## config.mk

```make
export PLATFORM = sky130hd
export DESIGN_NAME = frame_decoder_flat
export DESIGN_NICKNAME = d
export VERILOG_FILES = /design/src/rtl/frame_decoder_if.sv /design/src/rtl/frame_decoder.sv /design/src/flat_wrapper.sv
export SDC_FILE = /design/constraint.sdc
export NUM_CORES = 2
export LEC_CHECK = 0
export ABC_AREA = 1
export CAP_MARGIN = 20
export CORE_ASPECT_RATIO = 1.75
export CORE_MARGIN = 2
export CORE_UTILIZATION = 40
export DETAILED_ROUTE_END_ITERATION = 16
export SYNTH_ARGS = -nofsm -noshare
export SYNTH_HDL_FRONTEND = slang
export SYNTH_SLANG_ARGS = --single-unit
```

## constraint.sdc

```tcl
create_clock -name clk -period 6.15 [get_ports clk]
set_input_delay 1.23 -clock clk [delete_from_list [all_inputs] [get_ports clk]]
set_output_delay 1.23 -clock clk [all_outputs]
set_load 0.01 [all_outputs]
```

## src/rtl/frame_decoder_if.sv

```systemverilog
// Byte-stream and payload-reader signals of the frame decoder.
// The bench drives it through master; the decoder uses slave.
interface frame_decoder_if;
    logic [7:0] in_data;
    logic       in_valid;
    logic [7:0] msg_data;
    logic       msg_ready;
    logic       msg_rd_en;
    logic       frame_ok;
    logic       frame_bad;
    logic [3:0] ack_seq;
    logic [7:0] err_cnt;

    modport master (
        output in_data, in_valid, msg_rd_en,
        input  msg_data, msg_ready, frame_ok, frame_bad, ack_seq, err_cnt
    );

    modport slave (
        input  in_data, in_valid, msg_rd_en,
        output msg_data, msg_ready, frame_ok, frame_bad, ack_seq, err_cnt
    );
endinterface

```

## src/rtl/frame_decoder.sv

```systemverilog
// UART frame decoder: len/seq/payload/CRC16/0x7E parser that stages payload in a ring
// and exposes it to the reader only once the whole frame has been checked.
module frame_decoder #(
    parameter int RING_BITS = 8,
    parameter int MAX_LEN   = 64
) (
    input  logic            clk,
    input  logic            rst,
    frame_decoder_if.slave  bus
);

    typedef enum logic [2:0] {
        ST_SOF  = 3'd0,
        ST_SEQ  = 3'd1,
        ST_DATA = 3'd2,
        ST_CRC1 = 3'd3,
        ST_CRC2 = 3'd4,
        ST_EOF  = 3'd5,
        ST_SYNC = 3'd6
    } state_t;

    localparam int                   LP_DEPTH   = 1 << RING_BITS;
    localparam logic [8:0]           LP_MAX_LEN = 9'(MAX_LEN);
    localparam logic [RING_BITS-1:0] LP_ONE     = RING_BITS'(1);
    localparam logic [7:0]           LP_FLAG    = 8'h7E;

    // CRC16-CCITT, reflected polynomial, LSB first
    function automatic logic [15:0] crc16_byte(input logic [15:0] crc, input logic [7:0] data);
        logic [15:0] c;
        c = crc ^ {8'h00, data};
        for (int i = 0; i < 8; i++) begin
            c = c[0] ? ((c >> 1) ^ 16'h8408) : (c >> 1);
        end
        return c;
    endfunction

    state_t               r_state;
    state_t               w_next_state;
    logic [7:0]           r_len;
    logic [7:0]           r_remain;
    logic [7:0]           r_seq;
    logic [15:0]          r_crc;
    logic [7:0]           r_crc_hi;
    logic [7:0]           r_crc_lo;
    logic [RING_BITS-1:0] r_wptr;
    logic [RING_BITS-1:0] r_rptr;
    logic [RING_BITS-1:0] r_temp_wptr;
    logic [3:0]           r_ack_seq;
    logic [7:0]           r_err_cnt;
    logic                 r_frame_ok;
    logic                 r_frame_bad;
    logic [7:0]           r_ring [LP_DEPTH];

    logic                 w_commit;
    logic                 w_discard;
    logic                 w_wr;
    logic                 w_ld_len;
    logic                 w_len_bad;
    logic                 w_ring_full;
    logic                 w_is_flag;
    logic                 w_msg_ready;
    logic [15:0]          w_crc_seed;
    logic [15:0]          w_crc_next;
    logic [RING_BITS-1:0] w_temp_inc;

    assign w_is_flag   = (bus.in_data == LP_FLAG);
    assign w_len_bad   = ({1'b0, bus.in_data} < 9'd5) || ({1'b0, bus.in_data} >= LP_MAX_LEN);
    assign w_temp_inc  = r_temp_wptr + LP_ONE;
    assign w_ring_full = (w_temp_inc == r_rptr);
    assign w_crc_seed  = (r_state == ST_SOF) ? 16'hFFFF : r_crc;
    assign w_crc_next  = crc16_byte(w_crc_seed, bus.in_data);
    assign w_msg_ready = (r_rptr != r_wptr);

    // FSM state register
    always_ff @(posedge clk or posedge rst) begin
        if (rst) begin
            r_state <= ST_SOF;
        end else begin
            r_state <= w_next_state;
        end
    end

    // Next-state and per-byte control decode
    always_comb begin
        w_next_state = r_state;
        w_commit     = 1'b0;
        w_discard    = 1'b0;
        w_wr         = 1'b0;
        w_ld_len     = 1'b0;
        if (bus.in_valid) begin
            case (r_state)
                ST_SOF: begin
                    if (w_is_flag) begin
                        w_next_state = ST_SOF;
                    end else if (w_len_bad) begin
                        w_discard = 1'b1;
                    end else begin
                        w_ld_len     = 1'b1;
                        w_next_state = ST_SEQ;
                    end
                end
                ST_SEQ:  w_next_state = (r_len == 8'd5) ? ST_CRC1 : ST_DATA;
                ST_DATA: begin
                    if (w_ring_full) begin
                        w_discard = 1'b1;
                    end else begin
                        w_wr         = 1'b1;
                        w_next_state = (r_remain == 8'd1) ? ST_CRC1 : ST_DATA;
                    end
                end
                ST_CRC1: w_next_state = ST_CRC2;
                ST_CRC2: w_next_state = ST_EOF;
                ST_EOF: begin
                    if (w_is_flag && ({r_crc_hi, r_crc_lo} == r_crc) && (r_seq[7:4] == 4'h1)) begin
                        w_commit     = 1'b1;
                        w_next_state = ST_SOF;
                    end else begin
                        w_discard = 1'b1;
                    end
                end
                ST_SYNC: w_next_state = w_is_flag ? ST_SOF : ST_SYNC;
                default: w_next_state = ST_SOF;
            endcase
            // A discard on the flag byte has already found the next frame boundary
            if (w_discard) begin
                w_next_state = w_is_flag ? ST_SOF : ST_SYNC;
            end else begin
                w_next_state = w_next_state;
            end
        end else begin
            w_next_state = r_state;
        end
    end

    // Frame parsing datapath: header, running CRC and staging pointer
    always_ff @(posedge clk or posedge rst) begin
        if (rst) begin
            r_len       <= 8'd0;
            r_remain    <= 8'd0;
            r_seq       <= 8'd0;
            r_crc       <= 16'hFFFF;
            r_crc_hi    <= 8'd0;
            r_crc_lo    <= 8'd0;
            r_temp_wptr <= '0;
        end else begin
            if (w_ld_len) begin
                r_len       <= bus.in_data;
                r_remain    <= bus.in_data - 8'd5;
                r_crc       <= w_crc_next;
                r_temp_wptr <= r_wptr;
            end
            if (bus.in_valid && (r_state == ST_SEQ)) begin
                r_seq <= bus.in_data;
                r_crc <= w_crc_next;
            end
            if (w_wr) begin
                r_temp_wptr <= w_temp_inc;
                r_remain    <= r_remain - 8'd1;
                r_crc       <= w_crc_next;
            end
            if (bus.in_valid && (r_state == ST_CRC1)) begin
                r_crc_hi <= bus.in_data;
            end
            if (bus.in_valid && (r_state == ST_CRC2)) begin
                r_crc_lo <= bus.in_data;
            end
            if (w_discard) begin
                r_temp_wptr <= r_wptr;
            end
        end
    end

    // Committed pointers, status pulses and error counter
    always_ff @(posedge clk or posedge rst) begin
        if (rst) begin
            r_wptr      <= '0;
            r_rptr      <= '0;
            r_ack_seq   <= 4'd0;
            r_err_cnt   <= 8'd0;
            r_frame_ok  <= 1'b0;
            r_frame_bad <= 1'b0;
        end else begin
            r_frame_ok  <= w_commit;
            r_frame_bad <= w_discard;
            if (w_commit) begin
                r_wptr    <= r_temp_wptr;
                r_ack_seq <= r_seq[3:0];
            end
            if (w_discard && (r_err_cnt != 8'hFF)) begin
                r_err_cnt <= r_err_cnt + 8'd1;
            end
            if (bus.msg_rd_en && w_msg_ready) begin
                r_rptr <= r_rptr + LP_ONE;
            end
        end
    end

    // Payload ring storage; contents need no reset
    always_ff @(posedge clk) begin
        if (w_wr) begin
            r_ring[r_temp_wptr] <= bus.in_data;
        end
    end

    assign bus.msg_data  = r_ring[r_rptr];
    assign bus.msg_ready = w_msg_ready;
    assign bus.frame_ok  = r_frame_ok;
    assign bus.frame_bad = r_frame_bad;
    assign bus.ack_seq   = r_ack_seq;
    assign bus.err_cnt   = r_err_cnt;

endmodule
```

## src/flat_wrapper.sv

```systemverilog
// flat-port wrapper written by rule: the top's interface ports become plain ports
module frame_decoder_flat 
#(
    parameter int RING_BITS = 8,
    parameter int MAX_LEN   = 64
)
  (clk, rst, bus_in_data, bus_in_valid, bus_msg_rd_en, bus_msg_data, bus_msg_ready, bus_frame_ok, bus_frame_bad, bus_ack_seq, bus_err_cnt);
  frame_decoder_if bus_i ();
  input  logic clk;
  input  logic rst;
  input wire logic [$bits(bus_i.in_data)-1:0] bus_in_data;
  input wire logic [$bits(bus_i.in_valid)-1:0] bus_in_valid;
  input wire logic [$bits(bus_i.msg_rd_en)-1:0] bus_msg_rd_en;
  output wire logic [$bits(bus_i.msg_data)-1:0] bus_msg_data;
  output wire logic [$bits(bus_i.msg_ready)-1:0] bus_msg_ready;
  output wire logic [$bits(bus_i.frame_ok)-1:0] bus_frame_ok;
  output wire logic [$bits(bus_i.frame_bad)-1:0] bus_frame_bad;
  output wire logic [$bits(bus_i.ack_seq)-1:0] bus_ack_seq;
  output wire logic [$bits(bus_i.err_cnt)-1:0] bus_err_cnt;
  assign bus_i.in_data = bus_in_data;
  assign bus_i.in_valid = bus_in_valid;
  assign bus_i.msg_rd_en = bus_msg_rd_en;
  assign bus_msg_data = bus_i.msg_data;
  assign bus_msg_ready = bus_i.msg_ready;
  assign bus_frame_ok = bus_i.frame_ok;
  assign bus_frame_bad = bus_i.frame_bad;
  assign bus_ack_seq = bus_i.ack_seq;
  assign bus_err_cnt = bus_i.err_cnt;
  frame_decoder #(.RING_BITS(RING_BITS), .MAX_LEN(MAX_LEN)) u_core (.clk(clk), .rst(rst), .bus(bus_i));
endmodule
```

==> impl_metrics.csv <==
group,metric,value,unit
synth,yosys.cell_types.count,41,
floorplanning,die_x,358,µm
floorplanning,dieArea,223000,µm²
drt,viasPerCell,5.63,
grt,antenna_found_initial,6,
cells_and_area,final_cells,10200,
synth,synth_common_cells,"edfxtp_1 (2,048), nor2_1 (1,778), o21ai_0 (1,107)",
synth,synth_edf_count,2048,
timing,drv_slew,0,
synth,synth_top_area_cell,"edfxtp_1",
synth,yosys.area_share.simple,13.0,%
timing,setup_ws,-0.130,ns
synth,ys_seq_area_share,72.9,%
synth,synth_top_family_by_area,"simple AND/OR/NAND/NOR gates",
cells_and_area,multi_input_area,21200,µm²
critical_path,worstPathCellList,"inv_6 > buf_12 > buf_4 > o211ai_1 > nand3_1 > nand3_1 > a21oi_1 > nor2_1 > nand2_1 > nand2_1 > clkdlybuf4s50_1",
drt,wire_per_inst,25.5,µm
synth,synth_top_flop_cell,"edfxtp_1",
placement,gp_congestion,0.921,
synth,syn_area_per_cell,11.9,µm²
synth,syn_area,87700,µm²
run_status,status,"finished, violations left",
drt,vias,57600,
clock_network,path_clk_slew,0.07,ns
cells_and_area,drive_gt1_share,6.64,%
timing,relSlewSlack,21.1,%
power_and_ir_drop,power_density,303,nW/µm²
synth,synth_top_area_share,70.1,%
drt,drtIter0Drc,5629,
job,max_cap_viol_count,0,
floorplanning,fp.coreArea,218000,µm²
grt,grt_pass1_wl,379000,µm
hold_path,min_path_type,"reg -> reg",
placement,io_buffers,34,
synth,yosysWarnings,0,
cells_and_area,area_delta_synth_final,10.4,%
drt,wl,261000,µm
clock_network,cts.path.max_buffers,4,
synth,ys_async_sr_fraction,4.52,%
critical_path,endpoint_kind,"output pin",
synth,synth_compound_area_share,10.4,%
timing,finalHoldViolations,0,
floorplanning,die_h,623,µm
power_and_ir_drop,ir_worst_vdd,0.298,mV
synth,synth_most_common_cell,"edfxtp_1",
grt,groute.usage.overall,22.9,%
synth,muxShareOfSynthArea,0.0114,%
clock_network,clk_latency,0.83,ns
drt,route.detailed.drc,0,
critical_path,critPathSlowestCell,"a21oi_1",
drt,detail-route-antenna-nets,0,
synth,ys_top_cells_by_area,"edfxtp_1 (70%), nor2_1 (7.6%), o21ai_0 (6.3%)",
power_and_ir_drop,power_leakage,0.0320,µW
timing,fmaxAchievable,159,MHz
synth,syn-num-nets,7361,
run_status,violations,"setup timing",
critical_path,cp.required,4.92,ns
grt,grt_pass1_vias,57000,
timing,setup_viol,2,
placement,dp_hpwl,158000,µm
clock_network,holdBufCountCts,0,
timing,rsz0062_at_grt,"true",
floorplanning,start_util,40.2,%
synth,synth-seq-cells,2145,
cells_and_area,fillers,19800,
drt,drt_first_pass_iters,6,
placement,place_area,91200,µm²
synth,synth_fa_ha_area_share,0.143,%
clock_network,clock-sinks,2145,
critical_path,critical_path_class,"reg -> out",
floorplanning,row_count,227,
critical_path,path_max_fanout,46,
clock_network,htreeDepth,4,
placement,dp_cells,9913,
critical_path,cpPeakStageDelay,0.75,ns
timing,tightestPinTransition,1.18,ns
timing,fin_worst_skew,0.0323,ns
timing,fin_crit_sh,102,%
clock_network,cts_buffers,182,
cells_and_area,fin_area,96900,µm²
critical_path,start_kind,"flop",
cells_and_area,seq_area,64000,µm²
floorplanning,io_pins,35,
clock_network,cts_tree,"yes",
synth,synthCells,7339,
timing,finalCriticalPeriod,6.28,ns
synth,synth-xor-area-share,0.589,%
grt,overflow,0,
clock_network,post_cts.repair.setup_buffers,0,
grt,grt_max_degree,155,
clock_network,cts-root-buf,"clkbuf_16",
cells_and_area,nets,7256,
critical_path,cp.arrival,5.05,ns
timing,finalSetupTns,-0.240,ns
power by group:
part           switching [µW]  internal [µW]
Clock                    5210           6170
Combinational            1110            476
Sequential                173          16200
final cells by class:
cell class | instances | area share, %
antenna | 3 | 0.00775
clock buffer | 219 | 4.87
clock inverter | 99 | 0.940
inverter | 108 | 0.457
multi-input combinational | 4600 | 21.9
sequential | 2145 | 66.0
tap | 2862 | 3.70
timing repair buffer | 197 | 2.10
cell usage in the layout, fill, tap and decap left out, types with 6 or more instances in the layout:
master,Yosys,layout
or2_2,10,10
nand3_1,318,317
o21ai_0,1107,1107
nor3_1,7,7
nor4_1,6,6
buf_12,0,33
nand2_1,720,714
o21ai_1,16,16
clkinv_2,0,30
clkbuf_1,262,36
o211ai_1,258,258
nand2_2,6,12
o22ai_1,128,128
clkbuf_16,0,183
bufinv_16,0,17
buf_8,0,8
dfrtp_1,81,77
nand4_1,13,13
a21oi_1,137,135
xor2_1,34,34
dfstp_2,16,16
inv_2,7,6
clkinvlp_4,0,6
clkdlybuf4s50_1,0,26
buf_4,31,126
inv_4,0,6
xnor2_1,25,25
nor2_1,1778,1776
ha_1,10,10
inv_1,99,94
clkinv_1,2,39
edfxtp_1,2048,2048
sequential cells by signal, summed over array words and instances, names as in the netlist:
signal / cells
u_core.bus.ack_seq: 4
u_core.bus.err_cnt: 8
u_core.bus.frame_bad: 1
u_core.bus.frame_ok: 1
u_core.r_crc: 16
u_core.r_crc_hi: 8
u_core.r_crc_lo: 8
u_core.r_len: 8
u_core.r_remain: 8
u_core.r_ring: 2048
u_core.r_rptr: 8
u_core.r_seq: 8
u_core.r_state: 3
u_core.r_temp_wptr: 8
u_core.r_wptr: 8
path summary, 6_finish.rpt:
check                           slack (ns)                    startpoint  cells past startpoint                           endpoint
worst max register to register        1.22  u_core.r_rptr[0]$_DFFE_PP0P_                     12    u_core.r_ring[160][3]$_DFFE_PP_
worst min register to register        0.47   u_core.r_len[7]$_DFFE_PP0P_                      2        u_core.r_len[7]$_DFFE_PP0P_
worst min-delay path                  0.47   u_core.r_len[7]$_DFFE_PP0P_                      2        u_core.r_len[7]$_DFFE_PP0P_
min in group asynchronous             0.85                           rst                      2     u_core.bus.frame_bad$_DFF_PP0_
max in group asynchronous             4.17                           rst                      3  u_core.bus.err_cnt[6]$_DFFE_PP0P_
worst max-delay path                 -0.13  u_core.r_rptr[2]$_DFFE_PP0P_                     11                    bus_msg_data[4]
what timing repair did:
item	in CTS	in global routing
resized for setup	7	2
pin swaps	0	0
cloned	0	0
hold endpoints to repair	0	0
endpoints found under the setup margin	4	3
logic make-up (layout without fill, tap and decap cells):
| group | Yosys count | after routing |
|---|---|---|
| compound gates | 1655 | 1655 |
| xor+xnor | 59 | 59 |
| fa+ha+maj | 10 | 10 |
| buf+inv | 594 | 623 |
| flops | 2145 | 2145 |
| mux | 1 | 1 |
| other cells | 0 | 3 |
| simple gates | 2875 | 2875 |
worst max-delay path, delay by kind of cell (launching register included):
kind,cells,cell delay [ns]
buf+inv,4,1.60
compound gates,2,0.94
flops,1,0.57
simple gates,5,0.98
layer usage:
| metal | track usage, % | wire length (µm) | vias to the layer above |
|---|---|---|---|
| met5 | 0 | 0 | - |
| met4 | 15.5 | 20000 | 0 |
| li1 | - | - | 26000 |
| met2 | 40.4 | 134000 | 2265 |
| met1 | 25.9 | 92500 | 28800 |
| met3 | 2.59 | 14600 | 617 |
through the flow:
stage / hold WS, ns / total power, µW / utilization (%) / worst slack (ns)
3_5_place_dp: 0.456 / 18300 / 41.8 / 0.454
3_3_place_gp: 0.453 / 18300 / 41.8 / 0.428
4_1_cts: 0.474 / 29500 / 44.4 / 0.0100
6_report: 0.470 / 29400 / 44.4 / -0.130
2_1_floorplan: 0.437 / 17600 / - / 2.41
5_1_grt: 0.499 / 30200 / 44.4 / -0.0122
Power figures use the tool's default switching activity.
